===== src/rtl/alu_pkg.sv =====
// Shared ALU definitions: opcodes, flag bit positions and issue-stage state encoding.
package alu_pkg;

    localparam logic [4:0] OP_ADD   = 5'b00000;
    localparam logic [4:0] OP_SUB   = 5'b00001;
    localparam logic [4:0] OP_MUL   = 5'b00010;
    localparam logic [4:0] OP_QUO   = 5'b00011;
    localparam logic [4:0] OP_REM   = 5'b00100;
    localparam logic [4:0] OP_AND   = 5'b00101;
    localparam logic [4:0] OP_OR    = 5'b00110;
    localparam logic [4:0] OP_XOR   = 5'b00111;
    localparam logic [4:0] OP_PASSA = 5'b10110;
    localparam logic [4:0] OP_PASSB = 5'b10111;

    localparam int FLAG_Z = 0;
    localparam int FLAG_C = 1;
    localparam int FLAG_V = 2;

    typedef enum logic [1:0] {
        IDLE     = 2'b00,
        EXEC     = 2'b01,
        DIV_WAIT = 2'b10
    } issue_state_e;

    function automatic logic is_div_op(input logic [4:0] op);
        return (op == OP_QUO) || (op == OP_REM);
    endfunction

endpackage


===== src/rtl/alu_regfile.sv =====
// Register file: two combinational read ports, a debug read port, one synchronous write port.
// Register 0 is never written and always reads as zero.
module alu_regfile
    import alu_pkg::*;
#(
    parameter int WIDTH = 16,
    parameter int NREGS = 8,
    parameter int AW    = $clog2(NREGS)
) (
    input  logic             clk,
    input  logic             rst,
    input  logic             we,
    input  logic [AW-1:0]    waddr,
    input  logic [WIDTH-1:0] wdata,
    input  logic [AW-1:0]    raddr_a,
    output logic [WIDTH-1:0] rdata_a,
    input  logic [AW-1:0]    raddr_b,
    output logic [WIDTH-1:0] rdata_b,
    input  logic [AW-1:0]    dbg_addr,
    output logic [WIDTH-1:0] dbg_data
);

    logic [WIDTH-1:0] regs_r [NREGS];

    // Storage: cleared on reset, written on commit except for r0.
    always_ff @(posedge clk) begin
        if (rst) begin
            for (int i = 0; i < NREGS; i++) begin
                regs_r[i] <= '0;
            end
        end else if (we && (waddr != '0)) begin
            regs_r[waddr] <= wdata;
        end
    end

    assign rdata_a  = (raddr_a  == '0) ? '0 : regs_r[raddr_a];
    assign rdata_b  = (raddr_b  == '0) ? '0 : regs_r[raddr_b];
    assign dbg_data = (dbg_addr == '0) ? '0 : regs_r[dbg_addr];

endmodule


===== src/rtl/alu_issue_stage.sv =====
// Operand-issue and writeback stage in front of the combinational ALU, with result
// forwarding and a counted hold of the ALU inputs for quotient/remainder ops.
module alu_issue_stage
    import alu_pkg::*;
#(
    parameter  int WIDTH      = 16,
    parameter  int NREGS      = 8,
    parameter  int DIV_CYCLES = 4,
    localparam int AW         = $clog2(NREGS)
) (
    input  logic             clk,
    input  logic             rst,
    input  logic             in_valid,
    output logic             in_ready,
    input  logic [4:0]       in_opcode,
    input  logic [AW-1:0]    in_rd,
    input  logic [AW-1:0]    in_rs1,
    input  logic [AW-1:0]    in_rs2,
    input  logic             in_use_imm,
    input  logic [WIDTH-1:0] in_imm,
    output logic [WIDTH-1:0] alu_a,
    output logic [WIDTH-1:0] alu_b,
    output logic [4:0]       alu_opcode,
    input  logic [WIDTH-1:0] alu_result,
    input  logic             alu_zero,
    input  logic             alu_carry,
    input  logic             alu_overflow,
    output logic             wb_valid,
    output logic [AW-1:0]    wb_rd,
    output logic [WIDTH-1:0] wb_data,
    output logic [2:0]       flags_q,
    input  logic [AW-1:0]    dbg_addr,
    output logic [WIDTH-1:0] dbg_data
);

    localparam int             CW      = $clog2(DIV_CYCLES + 1);
    localparam logic [CW-1:0]  CNT_ONE = CW'(1);
    localparam logic [CW-1:0]  CNT_DIV = CW'(DIV_CYCLES);

    issue_state_e     state_r, state_n_s;
    logic [CW-1:0]    cnt_r, cnt_n_s;
    logic [AW-1:0]    e_rd_r;
    logic [WIDTH-1:0] alu_a_r, alu_b_r;
    logic [4:0]       alu_opcode_r;
    logic             wb_valid_r;
    logic [AW-1:0]    wb_rd_r;
    logic [WIDTH-1:0] wb_data_r;
    logic [2:0]       flags_r;

    logic             commit_s, ready_s, accept_s;
    logic             fwd_a_s, fwd_b_s;
    logic [WIDTH-1:0] rf_a_s, rf_b_s, op_a_s, op_b_s;

    alu_regfile #(.WIDTH(WIDTH), .NREGS(NREGS), .AW(AW)) u_regfile (
        .clk      (clk),
        .rst      (rst),
        .we       (commit_s),
        .waddr    (e_rd_r),
        .wdata    (alu_result),
        .raddr_a  (in_rs1),
        .rdata_a  (rf_a_s),
        .raddr_b  (in_rs2),
        .rdata_b  (rf_b_s),
        .dbg_addr (dbg_addr),
        .dbg_data (dbg_data)
    );

    // Commit and readiness depend only on registered state, never on in_valid.
    always_comb begin
        commit_s = 1'b0;
        ready_s  = 1'b1;
        case (state_r)
            IDLE: begin
                commit_s = 1'b0;
                ready_s  = 1'b1;
            end
            EXEC: begin
                commit_s = 1'b1;
                ready_s  = 1'b1;
            end
            DIV_WAIT: begin
                commit_s = (cnt_r == CNT_ONE);
                ready_s  = (cnt_r == CNT_ONE);
            end
            default: begin
                commit_s = 1'b0;
                ready_s  = 1'b1;
            end
        endcase
    end

    assign accept_s = in_valid && ready_s;
    assign in_ready = ready_s;

    // An operand takes the result being committed this cycle instead of the stale register.
    assign fwd_a_s = commit_s && (e_rd_r != '0) && (in_rs1 == e_rd_r);
    assign fwd_b_s = commit_s && (e_rd_r != '0) && (in_rs2 == e_rd_r);
    assign op_a_s  = fwd_a_s ? alu_result : rf_a_s;
    assign op_b_s  = in_use_imm ? in_imm : (fwd_b_s ? alu_result : rf_b_s);

    // Next-state and hold-counter logic.
    always_comb begin
        state_n_s = state_r;
        cnt_n_s   = cnt_r;
        if (accept_s) begin
            if (is_div_op(in_opcode)) begin
                state_n_s = DIV_WAIT;
                cnt_n_s   = CNT_DIV;
            end else begin
                state_n_s = EXEC;
                cnt_n_s   = '0;
            end
        end else if (commit_s) begin
            state_n_s = IDLE;
            cnt_n_s   = '0;
        end else if (state_r == DIV_WAIT) begin
            cnt_n_s   = cnt_r - CNT_ONE;
        end else begin
            state_n_s = state_r;
        end
    end

    // State register.
    always_ff @(posedge clk) begin
        if (rst) begin
            state_r <= IDLE;
            cnt_r   <= '0;
        end else begin
            state_r <= state_n_s;
            cnt_r   <= cnt_n_s;
        end
    end

    // Operand issue and writeback registers; ALU inputs hold their values while idle.
    always_ff @(posedge clk) begin
        if (rst) begin
            alu_a_r      <= '0;
            alu_b_r      <= '0;
            alu_opcode_r <= 5'b00000;
            e_rd_r       <= '0;
            wb_valid_r   <= 1'b0;
            wb_rd_r      <= '0;
            wb_data_r    <= '0;
            flags_r      <= 3'b000;
        end else begin
            if (accept_s) begin
                alu_a_r      <= op_a_s;
                alu_b_r      <= op_b_s;
                alu_opcode_r <= in_opcode;
                e_rd_r       <= in_rd;
            end
            wb_valid_r <= commit_s;
            if (commit_s) begin
                wb_rd_r         <= e_rd_r;
                wb_data_r       <= alu_result;
                flags_r[FLAG_Z] <= alu_zero;
                flags_r[FLAG_C] <= alu_carry;
                flags_r[FLAG_V] <= alu_overflow;
            end
        end
    end

    assign alu_a      = alu_a_r;
    assign alu_b      = alu_b_r;
    assign alu_opcode = alu_opcode_r;
    assign wb_valid   = wb_valid_r;
    assign wb_rd      = wb_rd_r;
    assign wb_data    = wb_data_r;
    assign flags_q    = flags_r;

endmodule

===== config.mk =====
export PLATFORM = sky130hd
export DESIGN_NAME = alu_issue_stage
export DESIGN_NICKNAME = d
export VERILOG_FILES = /design/src/rtl/alu_pkg.sv /design/src/rtl/alu_regfile.sv /design/src/rtl/alu_issue_stage.sv
export SDC_FILE = /design/constraint.sdc
export NUM_CORES = 1
export LEC_CHECK = 0
export CORE_MARGIN = 2
export CORE_UTILIZATION = 60
export DETAILED_ROUTE_END_ITERATION = 6
export PLACE_DENSITY = 0.86
export SKIP_LAST_GASP = 1
export SYNTH_ARGS = -nofsm -noshare
export SYNTH_HDL_FRONTEND = slang
export SYNTH_HIERARCHICAL = 1
export SYNTH_SLANG_ARGS = --single-unit

===== constraint.sdc =====
create_clock -name clk -period 5.25 [get_ports clk]
set_input_delay 0.525 -clock clk [delete_from_list [all_inputs] [get_ports clk]]
set_output_delay 0.525 -clock clk [all_outputs]
set_load 0.005 [all_outputs]

; After elaboration in Yosys (flattened, before gate mapping)
; Memories as Yosys holds them, arrays and structs flattened.
; Index checks and enable logic that the tools add are counted.
[word_totals]
inputBits = 56
ramBits = 128
latch_bits = 0
n_memories = 1
mem_bits_ro = 0
reg_bits = 68
[mem_list]
columns = name, depth, word_bits, rd, rd_ports_with_merged_regs, write_ports, line_no
row1 = u_regfile.regs_r, 8, 16, 3, 0, 8, alu_regfile.sv:23  ; logic [WIDTH-1:0] regs_r [NREGS];
[classes]
add_sub_neg = 1
n_reduce_logical = 12
mux = 23
eq_ne = 7
n_lt_le_gt_ge = 0
mul = 0
shift = 0
div_mod_pow = 0
bitwise_logic = 0
[ops]
columns = op, count
row1 = $mux W16, 7
row2 = $reduce_or A16 Y1, 1
row3 = $mux W3, 5
row4 = $logic_not A3 Y1, 3
row5 = $mux W1, 7
row6 = $eq A3 B3 Y1, 2
row7 = $mux W2, 3
row8 = $reduce_bool A3 Y1, 2
row9 = $eq A5 B2 Y1 const B, 1
row10 = $eq A5 B3 Y1 const B, 1
row11 = $logic_and A1 B1 Y1, 4
row12 = $eq A3 B1 Y1 const B, 1
row13 = $sub A3 B1 Y3 const B, 1
row14 = $eq A2 B1 Y1 const B, 1
row15 = $eq A2 B2 Y1 const B, 1
row16 = $pmux W1 S2, 1
row17 = $reduce_bool A2 Y1, 1
row18 = $logic_or A1 B1 Y1, 1

; Longest topological paths before layout
; Gate-level depths: netlist of the first run.
[depth]
ltp_word = 8
mapped_depth = 10

; By module
; Netlist of the first run, hierarchy kept.
[modules_own_cells]
columns = module, seq_area_each_um2, area_each_um2, cells_per_inst, n_inst
row1 = alu_regfile, 3363.2, 7171.9, 570, 1
row2 = alu_issue_stage, 1361.3, 2960.3, 346, 1

; Least setup slack after synthesis of the first run
; Ideal clock, no wire load.
[synth_timing]
kind = register to register
from = register state_r[0]
to = memory u_regfile.regs_r[2][0], enable pin
setup_slack_ns = 2.459
path_stages_with_launch = 10
period_less_slack_ns = 2.791
t_arrival_ns = 2.418
t_required_ns = 4.877
setup_ns = 0.373
path_cell_list = dfxtp_1 -> inv_1 -> ha_1 -> and3b_1 -> o21bai_4 -> inv_4 -> clkbuf_1 -> or3b_4 -> nor2_4 -> or2_1
[synth_lines]
columns = element, line_no
row1 = "start, declared", alu_issue_stage.sv:40  ; issue_state_e state_r, state_n_s;
row2 = "start signal, assigned", alu_issue_stage.sv:129  ; state_r <= state_n_s;
row3 = "end, declared", alu_regfile.sv:23

; Worst setup path after layout of the first run
[layout_timing]
from = input dbg_addr[0]
to = output dbg_data[4]
[layout_between]
elab_chain_cells = 2
word_cells_on_any_way = 3
classes_between = 1 x mux / 1 x reduce/logical / 1 x memory
[layout_lines]
columns = element, line_no
row1 = "start, declared", alu_issue_stage.sv:32  ; input logic [AW-1:0] dbg_addr,
row2 = $mem_v2 Z8 W16 / $logic_not A3 Y1 (equally long branches), n/a
row3 = $mux W16 *, alu_regfile.sv:38  ; assign dbg_data = (dbg_addr == '0) ? '0 : regs_r[dbg_addr];
row4 = "end, declared", alu_issue_stage.sv:33  ; output logic [WIDTH-1:0] dbg_data
; Every way passes the cells marked *; elsewhere a longest branch is shown, timed or not.

==> results.txt, run 1 <==
- Port Buf Inserts: 132
* Count of H-tree levels built during CTS: 4
- For this design the static power due to leakage is 4.53 nW.
* Design internal power: 2.42 mW
- Detailed router's first-iteration violation count: 1052
* Area share of the leading cell type in the synthesized netlist: 33.2%
- Of the total power, the share spent switching nets is 27.4%.
* Synth Flop Type: edfxtp_1
- The worst hold path passes through 2 cells.
* Commonest non-fill, non-tap cell in the layout: clkdlybuf4s50_1
- Cells with a size suffix above 1 make up 9.10% of the layout.
* Switching power summed over all nets: 915 µW
- Final setup violation count: 0
- TritonCTS built the clock tree.
- Together, buffers and inverters on the worst path number 2.
- The setup path with the least slack is of type in2out.
- Fill cell total of the finished layout: 1179
- Comb pwr share: 14.7%
- Synthesized netlist cell count: 916
* Achievable frequency: 294 MHz
- In this run, CTS created clock tree buffers numbering 17.
* Final hold violation count: 0
* Post-layout net count: 1058
- Number of unique standard cell types used by synthesis: 50
- The floorplan step defined a die boundary enclosing 17900 µm².
- Pin count of the biggest net entering global routing: 63
* Sequential cell area: 4720 µm²
- The run finished with clean final reports.
- STA puts the critical path data required time at 4.72 ns.
* Resized Gates After CTS: 0
* Setup TNS: 0 ns
- Series of cell instances along the critical path: buf_2 > nand2b_1 > a211oi_1 > a311oi_1 > clkdlybuf4s50_1
- Mean number of vias per cell: 6.28
- Final cycle utilization of the critical path: 64.9%
- PD cells: 281 nW/µm²
* Synth Register Bits: 180
- Global-route usage over all layers: 30.1%
- Post-detailed-route DRC marker count: 0
- Final critical-path required period: 3.41 ns
* Top delay family on crit path: buffers and inverters
- The worst setup path is captured at an output pin.
- STA puts the critical path data arrival time at 2.88 ns.
* Buffer cell driving the clock tree root: clkbuf_16
* Count of flip-flops with a built-in enable after synthesis: 112
- Wire length per cell: 21.7 µm
- Clock-pin slew was measured on the worst setup and hold paths at 0.07 ns.
* RSZ-0062 raised after global routing: no
- Summing the sequential cell areas from Yosys gives 46.6% of the chip area.
- Clock latency at the later pin of the worst-skew pair: 0.45 ns
- The first global-routing pass estimated 41000 µm of wire.
* Die height: 134 µm
- Average instance area after synthesis: 11.1 µm²
* Core region area: 16500 µm²
* Endpoint of the worst-slack reg-to-reg timing path: u_regfile/regs_r[3][0]
* Routed vias: 7737
- The number of slew-limit violations in the final report came to 0.
* Ys Warns: 6
* Overflow after GRT: 0
* Count of hold-fix buffers inserted at cts: 0
- Number of antenna violations at the first check in global routing: 0
- The area growth from synthesis to layout is 17.3%.
- Across the run, the number of max-cap violations was 0.
- The mapped netlist covers 10100 µm².
- The number of cells on the worst reg-to-reg path is 7.
* Largest stage delay on the critical path: 0.67 ns
* Number of optimization iterations in the first detailed-route pass: 7
- Sequential share of power: 48.3%
* Number of nets with antenna violations after detailed routing: 0
- At the pin with the least slew margin, the transition time is 0.915 ns.
- The multi-input combinational cells in the finished layout cover a total of 4830 µm².
* Register-to-register path setup slack: 2.17 ns
- Most frequent cells in the layout: clkdlybuf4s50_1 (127), and2_1 (114), edfxtp_1 (112), mux2i_1 (96), nand2_1 (69)
- Part of the total power dissipated in the clock network: 36.9%
- Post-synth top area cell: edfxtp_1
- The worst setup path is launched from an input port.
* Number of rows in the core area: 47
* Top-Level Pins: 133
- Cell at the slowest stage of the critical path: buf_2
* VDD IR max: 0.252 mV
* Hold Crit Start: flags_q[2]
- Sorting the synthesized cells by area gives the leading types as edfxtp_1 (33%), dfxtp_1 (13%), mux2i_1 (9.5%), and2_1 (7.0%), a221oi_1 (5.4%).
- Critical path fanouts, max: 40
- Between clock sinks in the finished design, the worst skew comes to 0.0134 ns.
* Post-synthesis net count: 976
- Post-CTS Setup Repair Bufs: 0
* Post-synth ARST share: 0%
- Clock Path Buffers: 2
- Final wirelength: 26700 µm
- Post-layout utilization of the core: 71.9%
- Clk sink count: 180
- For hold timing, the worst endpoint is flags_q[2].
- Reg2Reg Launch Point: state_r[1]
- In this run the tightest slew margin relative to its limit is 38.8%.
* Vias in the first global route: 7111
- At the end of routability-driven placement, the weighted congestion stood at 0.893.
- Hold WC Path Type: reg2reg
- Detailed placement ended at an HPWL of 19400 µm.
- Once the floorplan was initialized, standard cells occupied 61.3% of the core.
- Die X-Extent: 134 µm
[power by group through the flow]
stage | sequential [mW] | clock [mW] | combinational [mW]
2_1_floorplan | 1.63 | 0 | 0.280
3_3_place_gp | 1.64 | 0 | 0.477
3_5_place_dp | 1.64 | 0 | 0.482
4_1_cts | 1.61 | 1.24 | 0.486
5_1_grt | 1.62 | 1.30 | 0.525
6_report | 1.61 | 1.23 | 0.492
[worst max-delay path by stage]
stage,from,endpoint,slack [ns],cells past startpoint
2_1_floorplan,state_r[0],u_regfile/regs_r[2][0],2.46,9
3_3_place_gp,dbg_addr[0],dbg_data[4],1.90,5
4_1_cts,dbg_addr[0],dbg_data[4],1.89,5
6_report,dbg_addr[0],dbg_data[4],1.84,5
3_5_place_dp,dbg_addr[0],dbg_data[3],1.88,5
5_1_grt,dbg_addr[0],dbg_data[4],1.71,5
[synthesized netlist by cell type (2+ instances only)]
library cell / instances
or2_2: 5
mux2i_1: 96
nor2_4: 3
buf_4: 7
o21ai_0: 2
buf_6: 18
xnor2_1: 5
nor2b_1: 19
mux2_1: 42
a311oi_1: 32
a211oi_1: 33
and2_1: 114
nand2_1: 69
inv_1: 23
o221a_2: 6
a221oi_2: 13
mux2_2: 6
a22o_1: 2
buf_2: 23
ha_1: 4
or2_1: 3
edfxtp_1: 112
clkbuf_1: 31
o221a_1: 10
a21oi_1: 37
a31oi_1: 2
buf_1: 3
nand3_1: 2
nor2_1: 40
nand2b_2: 2
nor4_1: 2
and3b_1: 2
nand2b_1: 3
dfxtp_1: 68
a221oi_1: 62
[cells by family (layout without fill, tap and decap cells)]
kind of cell,Yosys count,count (layout),synth area share [%]
other cells,0,1,0
buf+inv,106,201,5.83
mux,144,144,14.8
xor+xnor,6,6,0.519
simple gates,274,274,14.8
fa+ha+maj,4,4,0.494
flops,180,180,46.6
compound gates,202,202,16.9
[worst min-delay path: stages, from the launching register on]
cell	delay, ns
dfxtp_1	0.31
nand2_1	0.05
a21oi_1	0.05
[final cells by class]
class	instances	share of cell area, %
clock inverters	14	1.16
flip-flops and latches	180	39.8
repair buffers	145	11.7
diodes	1	0.0211
well taps	220	2.32
inverters	24	0.779
multi-input cells	630	40.6
clock buffers	18	3.61
[metal layers]
metal | track usage [%] | vias to the layer above | part of all wire, %
li1 | - | 3618 | -
met1 | 44.9 | 3704 | 46
met2 | 44.3 | 394 | 43
met3 | 7.45 | 21 | 11
met4 | 6.97 | 0 | 1.1
met5 | 0 | - | 0
[through the flow]
step	cells	total power, mW	area [µm²]	setup WS [ns]	hold slack [ns]
floorplan	916	1.91	10100	2.46	0.453
finish	1232	3.34	11900	1.84	0.453
global placement	1199	2.12	11300	1.90	0.440
detailed placement	1199	2.12	11300	1.88	0.446
global route	1231	3.45	11900	1.71	0.468
CTS	1231	3.34	11900	1.89	0.457
[registers in the layout (all words and copies together) (netlist names)]
| name | flops |
|---|---|
| u_regfile/regs_r | 112 |
| alu_opcode | 5 |
| flags_q | 3 |
| alu_b | 16 |
| alu_a | 16 |
| wb_valid | 1 |
| e_rd_r | 3 |
| state_r | 2 |
| wb_data | 16 |
| cnt_r | 3 |
| wb_rd | 3 |
No activity file was read; power rests on OpenSTA's default activity.
==> run 2: changes to the inputs <==
--- a/config.mk
+++ b/config.mk
@@ -6,9 +6,9 @@
 export NUM_CORES = 1
 export LEC_CHECK = 0
 export CORE_MARGIN = 2
-export CORE_UTILIZATION = 60
+export CORE_UTILIZATION = 50
 export DETAILED_ROUTE_END_ITERATION = 6
-export PLACE_DENSITY = 0.86
+export PLACE_DENSITY = 0.76
 export SKIP_LAST_GASP = 1
 export SYNTH_ARGS = -nofsm -noshare
 export SYNTH_HDL_FRONTEND = slang
==> constraint.sdc (replaced) <==
create_clock -name clk -period 2.85 [get_ports clk]
set_input_delay 0.285 -clock clk [delete_from_list [all_inputs] [get_ports clk]]
set_output_delay 0.285 -clock clk [all_outputs]
set_load 0.005 [all_outputs]
==> results.txt, run 2 (same netlist as run 1, synthesis figures left out) <==
- The number of buffers inserted during clock tree synthesis was 17 (unchanged).
- Clock latency at the later pin of the worst-skew pair: 0.43 ns (-0.02 ns)
* Number of antenna cells inserted: 0 (-1)
* PD cells: 512 nW/µm² (+82%)
* Die height: 146 µm (+9.3%)
* Resized Gates After CTS: 0 (unchanged)
- Count of hold-fix buffers inserted at cts: 0 (unchanged)
* Post-Place Cells: 1280 (+6.8%)
- Series of cell instances along the critical path: clkdlybuf4s50_1 > buf_4 > a221oi_2 > a311oi_1 > clkdlybuf4s50_1
- The number of buffers inserted to repair setup after CTS is 0 (unchanged).
- The via-per-instance ratio came to 6.13 (-2.5%).
* Clock tree from TritonCTS: done
- The tightest min-delay check is of the in2reg type.
* Worst slew margin: 49.5% (+11 points)
- The CTS sink count is 180 (unchanged).
- Number of optimization iterations in the first detailed-route pass: 7 (unchanged)
- Vias in the first global route: 8107 (+14%)
- Lkg Pwr: 4.72 nW (+4.0%)
- The cell sitting at the root of the clock tree is a clkbuf_16.
- The total detailed-routing wirelength was 30000 µm (+12%).
* Fill cell total of the finished layout: 1703 (+44%)
- The final weighted congestion of routability-driven global placement was 0.928 (+4.0%).
* Die area: 21400 µm² (+19%)
- Port Buf Inserts: 132 (unchanged)
- The clock tree skew after final layout is 0.0110 ns (-0.00239 ns).
- The total length of routed met3 wires came to 1630 µm (-43%).
- Starting density of the core: 50.6% (-11 points)
- The routed metal-1 wire length was 12100 µm (-1.1%).
- The combined global-route utilization of all metal layers is 28.2% (-1.9 points).
* Largest stage delay on the critical path: 0.61 ns (-0.06 ns)
* Number of nets with antenna violations after detailed routing: 0 (unchanged)
- Achievable frequency: 385 MHz
- Status: finished clean
* VDD IR max: 0.424 mV (+68%)
- The number of buffers and inverters on the critical path came to 3 (+1).
- More flip-flops sit in one register than any other, and that register is u_regfile/regs_r.
- Cell at the slowest stage of the critical path: clkdlybuf4s50_1
- The x dimension of the die was 146 µm (+9.3%).
- Final instance area: 12200 µm² (+2.9%)
- The number of slew-limit violations in the final report came to 0 (unchanged).
- HPWL after detailed placement: 21400 µm (+10%)
* Post-Layout Cell Count: 1312 (+6.5%)
- The total overflow reported by the global router came to 0 (unchanged).
- Count of H-tree levels built during CTS: 4 (unchanged)
* Post-detailed-route DRC marker count: 0 (unchanged)
* Highest metal layer with signal wires: met4
- Core region area: 20000 µm² (+21%)
- The slew at the pin closest to its max-slew limit is 0.756 ns (-0.159 ns).
* Endpoint arrival time on the critical path: 2.31 ns (-0.57 ns)
- Setup TNS: 0 ns (unchanged)
* Maximum capacitance violations: 0 (unchanged)
* Max reg flops: 112 (unchanged)
- Crit path launch type: input port
- Nature of the critical path endpoint: output pin
- Most frequent cells in the layout: clkdlybuf4s50_1 (127), and2_1 (114), edfxtp_1 (112), mux2i_1 (96), nand2_1 (69)
- Final cycle utilization of the critical path: 91.1%
- The count of endpoints failing setup in the final report was 0 (unchanged).
- Area added between synthesis and finish: 20.7%
- The wire length of the first global-routing pass was 46600 µm (+14%).
- Number of antenna violations at the first check in global routing: 0 (unchanged)
* Final critical-path required period: 2.60 ns
- Required time of the critical path: 2.57 ns (-2.15 ns)
- The critical path is of the in2out type.
* Commonest non-fill, non-tap cell in the layout: clkdlybuf4s50_1
- Layout cells sized above 1: 11.9% (+2.8 points)
- The final layout net count is 1089 (+2.9%).
* RSZ-0062 raised after global routing: no
- The clock tree buffer depth was 2 (unchanged).
* Cell repeated most along the worst path: clkdlybuf4s50_1
- The clock transition time at the flip-flop clock pins of the worst setup and hold paths came to 0.08 ns (about the same).
* Wire length per cell: 22.9 µm (+5.3%)
- The overall via count from detail_route was 8037 (+3.9%).
* Top delay family on crit path: buffers and inverters
* Dpl cell area: 11600 µm² (+2.9%)
- The count of endpoints failing hold in the final timing report came to 0 (unchanged).
- The number of top-level design ports was 133 (unchanged).
* Number of rows in the core area: 52 (+11%)
- Pin count of the biggest net entering global routing: 62 (-1.6%)
- The met2 wirelength from detailed routing is 15300 µm (+34%).
* Critical path fanouts, max: 20 (-50%)
- The count of routing violations after the opening detailed-route iteration is 613 (-42%).
-- run 2: final timing paths --
path	start	to	slack (ns)	depth (start not counted)
max	dbg_addr[2]	dbg_data[5]	0.25	5
min reg2reg	flags_q[2]	flags_q[2]	0.46	2
min	rst	alu_a[6]	0.29	2
max reg2reg	state_r[0]	alu_b[7]	0.45	7
-- run 2: layout make-up --
type,count,area [µm²],share of cell area (%)
Multi-Input combinational cell,630,4830,39.5
Sequential cell,180,4720,38.6
Timing Repair Buffer,176,1660,13.6
Clock buffer,18,450,3.68
Tap cell,270,338,2.76
Clock inverter,14,135,1.10
Inverter,24,92.6,0.757
-- run 2: report_power, final --
| group | switching (mW) | total (mW) | internal, mW |
|---|---|---|---|
| sequential | 0.0908 | 2.97 | 2.88 |
| combinational | 0.509 | 0.961 | 0.451 |
| clock | 1.12 | 2.34 | 1.22 |
-- run 2: through the flow --
| step | total power [mW] | util (%) | setup WS (ns) | hold WS (ns) |
|---|---|---|---|---|
| 6_report | 6.26 | 61.0 | 0.253 | 0.290 |
| 5_1_grt | 6.48 | 61.0 | 0.101 | 0.297 |
| 4_1_cts | 6.29 | 61.0 | 0.306 | 0.275 |
| 3_5_place_dp | 3.97 | 58.1 | 0.316 | 0.447 |
| 3_3_place_gp | 3.96 | 58.1 | 0.327 | 0.442 |
| 2_1_floorplan | 3.52 | - | 0.0595 | 0.421 |
-- run 2: per-layer routing --
metal / up-vias / global-route usage, %
met4: 0 / 10.5
met3: 58 / 4.91
met1: 4009 / 35.4
met5: - / 0
met2: 291 / 49.0
li1: 3679 / -
==> run 3: changes to the inputs <==
--- a/config.mk
+++ b/config.mk
@@ -8,6 +8,7 @@
 export CORE_MARGIN = 2
 export CORE_UTILIZATION = 50
 export DETAILED_ROUTE_END_ITERATION = 6
+export GPL_ROUTABILITY_DRIVEN = 0
 export PLACE_DENSITY = 0.76
 export SKIP_LAST_GASP = 1
 export SYNTH_ARGS = -nofsm -noshare
==> results.txt, run 3 (same netlist as run 1, synthesis figures left out) <==
* Status: finished clean
- The depth of the CTS H-tree is 4 (unchanged).
- The total negative slack was 0 ns (unchanged).
- The count of port buffers added during placement was 132 (unchanged).
- The final layout net count was 1088 (-0.092%).
- Resized Gates After CTS: 0 (unchanged)
- Worst slew margin: 16.0% (-33 points)
- The via count of the first global-routing pass came to 8118 (+0.14%).
- Required time of the critical path: 2.57 ns (about the same)
- The area of the core is 20000 µm² (unchanged).
- Sequential cell area: 4720 µm² (unchanged)
* Most flop-heavy register: u_regfile/regs_r
* Global-route usage over all layers: 28.0% (-0.24 points)
- The peak ir drop on the vdd network was 0.485 mV (+14%).
- The worst setup path is captured at an output pin.
- The highest attainable clock frequency was 389 MHz (+1.1%).
- The critical path is of the in2out type.
- The pin count of the biggest net entering global routing came to 62 (unchanged).
- The post-DP HPWL came to 21200 µm (-0.98%).
- The count of filler cells inserted in the layout is 1692 (-0.65%).
* Sequential share of power: 47.3% (about the same)
- The CTS sink count is 180 (unchanged).
* Comb pwr share: 15.2% (about the same)
- The height of the die was 146 µm (unchanged).
* Lkg Pwr: 4.70 nW (-0.22%)
- The cell-internal power came to 4.54 mW (about the same).
* Worst clock skew on the final layout: 0.0134 ns (+0.00236 ns)
* Number of nets with antenna violations after detailed routing: 0 (unchanged)
- Number of slew-limit violations in the final report: 0 (unchanged)
* Post-CTS Setup Repair Bufs: 0 (unchanged)
- The clock tree buffer depth was 2 (unchanged).
* Number of optimization iterations in the first detailed-route pass: 5 (-2)
- Die area: 21400 µm² (unchanged)
- The worst setup path is launched from an input port.
* Max reg flops: 112 (unchanged)
- The hold buffer count at cts came to 0 (unchanged).
* Top-Level Pins: 133 (unchanged)
- Area of combinational cells with multiple inputs: 4830 µm² (unchanged)
* Maximum capacitance violations: 0 (unchanged)
- First-pass GRT wire length: 45900 µm (-1.5%)
* PD cells: 513 nW/µm² (+0.23%)
- TritonCTS built the clock tree.
* Area added between synthesis and finish: 20.6%
- Hold slack final: 0.275 ns (-0.0157 ns)
- Clock latency at the later pin of the worst-skew pair: 0.45 ns (+0.02 ns)
* Routed vias: 8029 (-0.10%)
* Buffer cell driving the clock tree root: clkbuf_16
- RSZ-0062 raised after global routing: no
- Final instance area: 12200 µm² (-0.14%)
- Hold WC Path Type: in2reg
* Starting density of the core: 50.6% (unchanged)
- The count of routing violations after the opening detailed-route iteration came to 688 (+12%).
- Transition time of the tightest slew-check pin: 1.26 ns (+0.501 ns)
- The routed length per instance was 22.6 µm (-1.0%).
- Final wirelength: 29600 µm (-1.1%)
- The fraction of layout cells with a size suffix above 1 was 11.8% (-0.085 points).
- The number of antenna violations at the first check in global routing was 1 (+1).
* Die X-Extent: 146 µm (unchanged)
- Final critical-path required period: 2.57 ns (-0.0276 ns)
- Most frequent cells in the layout: clkdlybuf4s50_1 (127), and2_1 (114), edfxtp_1 (112), mux2i_1 (96), nand2_1 (69)
- Commonest non-fill, non-tap cell in the layout: clkdlybuf4s50_1
* Net Sw Frac: 27.5% (+0.074 points)
* Final hold violation count: 0 (unchanged)
- Switching power summed over all nets: 1.73 mW (+0.36%)
- Endpoint arrival time on the critical path: 2.28 ns (-0.03 ns)
- The total overflow reported by the global router was 0 (unchanged).
* Mean number of vias per cell: 6.12 (about the same)
- The clock transition time at the flip-flop clock pins of the worst setup and hold paths is 0.08 ns (about the same).
- Post-Place Setup Slack: 0.307 ns (-0.00879 ns)
* Part of the total power dissipated in the clock network: 37.4% (about the same)
- The number of rows created at floorplan was 52 (unchanged).
- The post-layout utilization of the core came to 61.0% (-0.087 points).
- Final setup violation count: 0 (unchanged)
- The number of buffers inserted during clock tree synthesis came to 17 (unchanged).
- Critical path fanouts, max: 16 (-20%)
* Dpl cell area: 11600 µm² (-0.17%)
- Post-detailed-route DRC marker count: 0 (unchanged)
- The final cycle utilization of the critical path came to 90.2% (-0.97 points).
- The minimum setup slack in the final design came to 0.280 ns (+0.0276 ns).
- Number of antenna cells inserted: 0 (unchanged)
-- run 3: cell types whose count changed in the layout (fill, tap and decap cells not counted) --
| cell | delta |
|---|---|
| buf_12 | -1 |
| clkbuf_1 | +1 |
| clkinv_1 | -1 |
| clkinv_4 | -1 |
| clkinv_8 | +1 |
| inv_4 | +1 |
| inv_8 | -1 |
-- run 3: worst paths after layout --
| path | depth (start not counted) | from | endpoint | slack (ns) |
|---|---|---|---|---|
| worst max-delay path | 6 | dbg_addr[1] | dbg_data[0] | 0.28 |
| worst min-delay path | 2 | rst | alu_a[6] | 0.27 |
| worst max register to register | 8 | state_r[0] | alu_b[5] | 0.40 |
| worst min register to register | 2 | wb_rd[0] | wb_rd[0] | 0.45 |
-- run 3: cell type report --
class | instances | share of cell area, %
flip-flops and latches | 180 | 38.7
clock inverters | 13 | 1.10
well taps | 270 | 2.77
inverters | 24 | 0.758
clock buffers | 19 | 3.72
multi-input cells | 630 | 39.5
repair buffers | 175 | 13.5
-- run 3: per-layer routing --
metal  wire length (µm)  GRT usage [%]  vias up
met5                  0              0        -
met2              14900           48.7      306
met1              11900           34.1     3982
met3               1700           5.13       62
met4               1080           12.1        0
li1                   -              -     3679
-- run 3: worst max-delay path, cell delays in order --
cell and delay [ns]:
buf_2 0.32, nor2b_1 0.18, buf_4 0.30, a221oi_1 0.16, a311oi_1 0.43, clkdlybuf4s50_1 0.60
-- run 3: per-stage QoR --
step / power, mW / std cells
3_5_place_dp: 3.96 / 1279
2_1_floorplan: 3.52 / 916
3_3_place_gp: 3.95 / 1279
4_1_cts: 6.28 / 1311
5_1_grt: 6.46 / 1311
6_report: 6.27 / 1311
-- run 3: power by group through the flow --
stage	Sequential, mW	Clock, mW	Combinational (mW)
global placement	3.02	0	0.934
finish	2.97	2.35	0.954
CTS	2.96	2.37	0.947
detailed placement	3.02	0	0.940
floorplan	3.00	0	0.517
global route	2.98	2.46	1.02
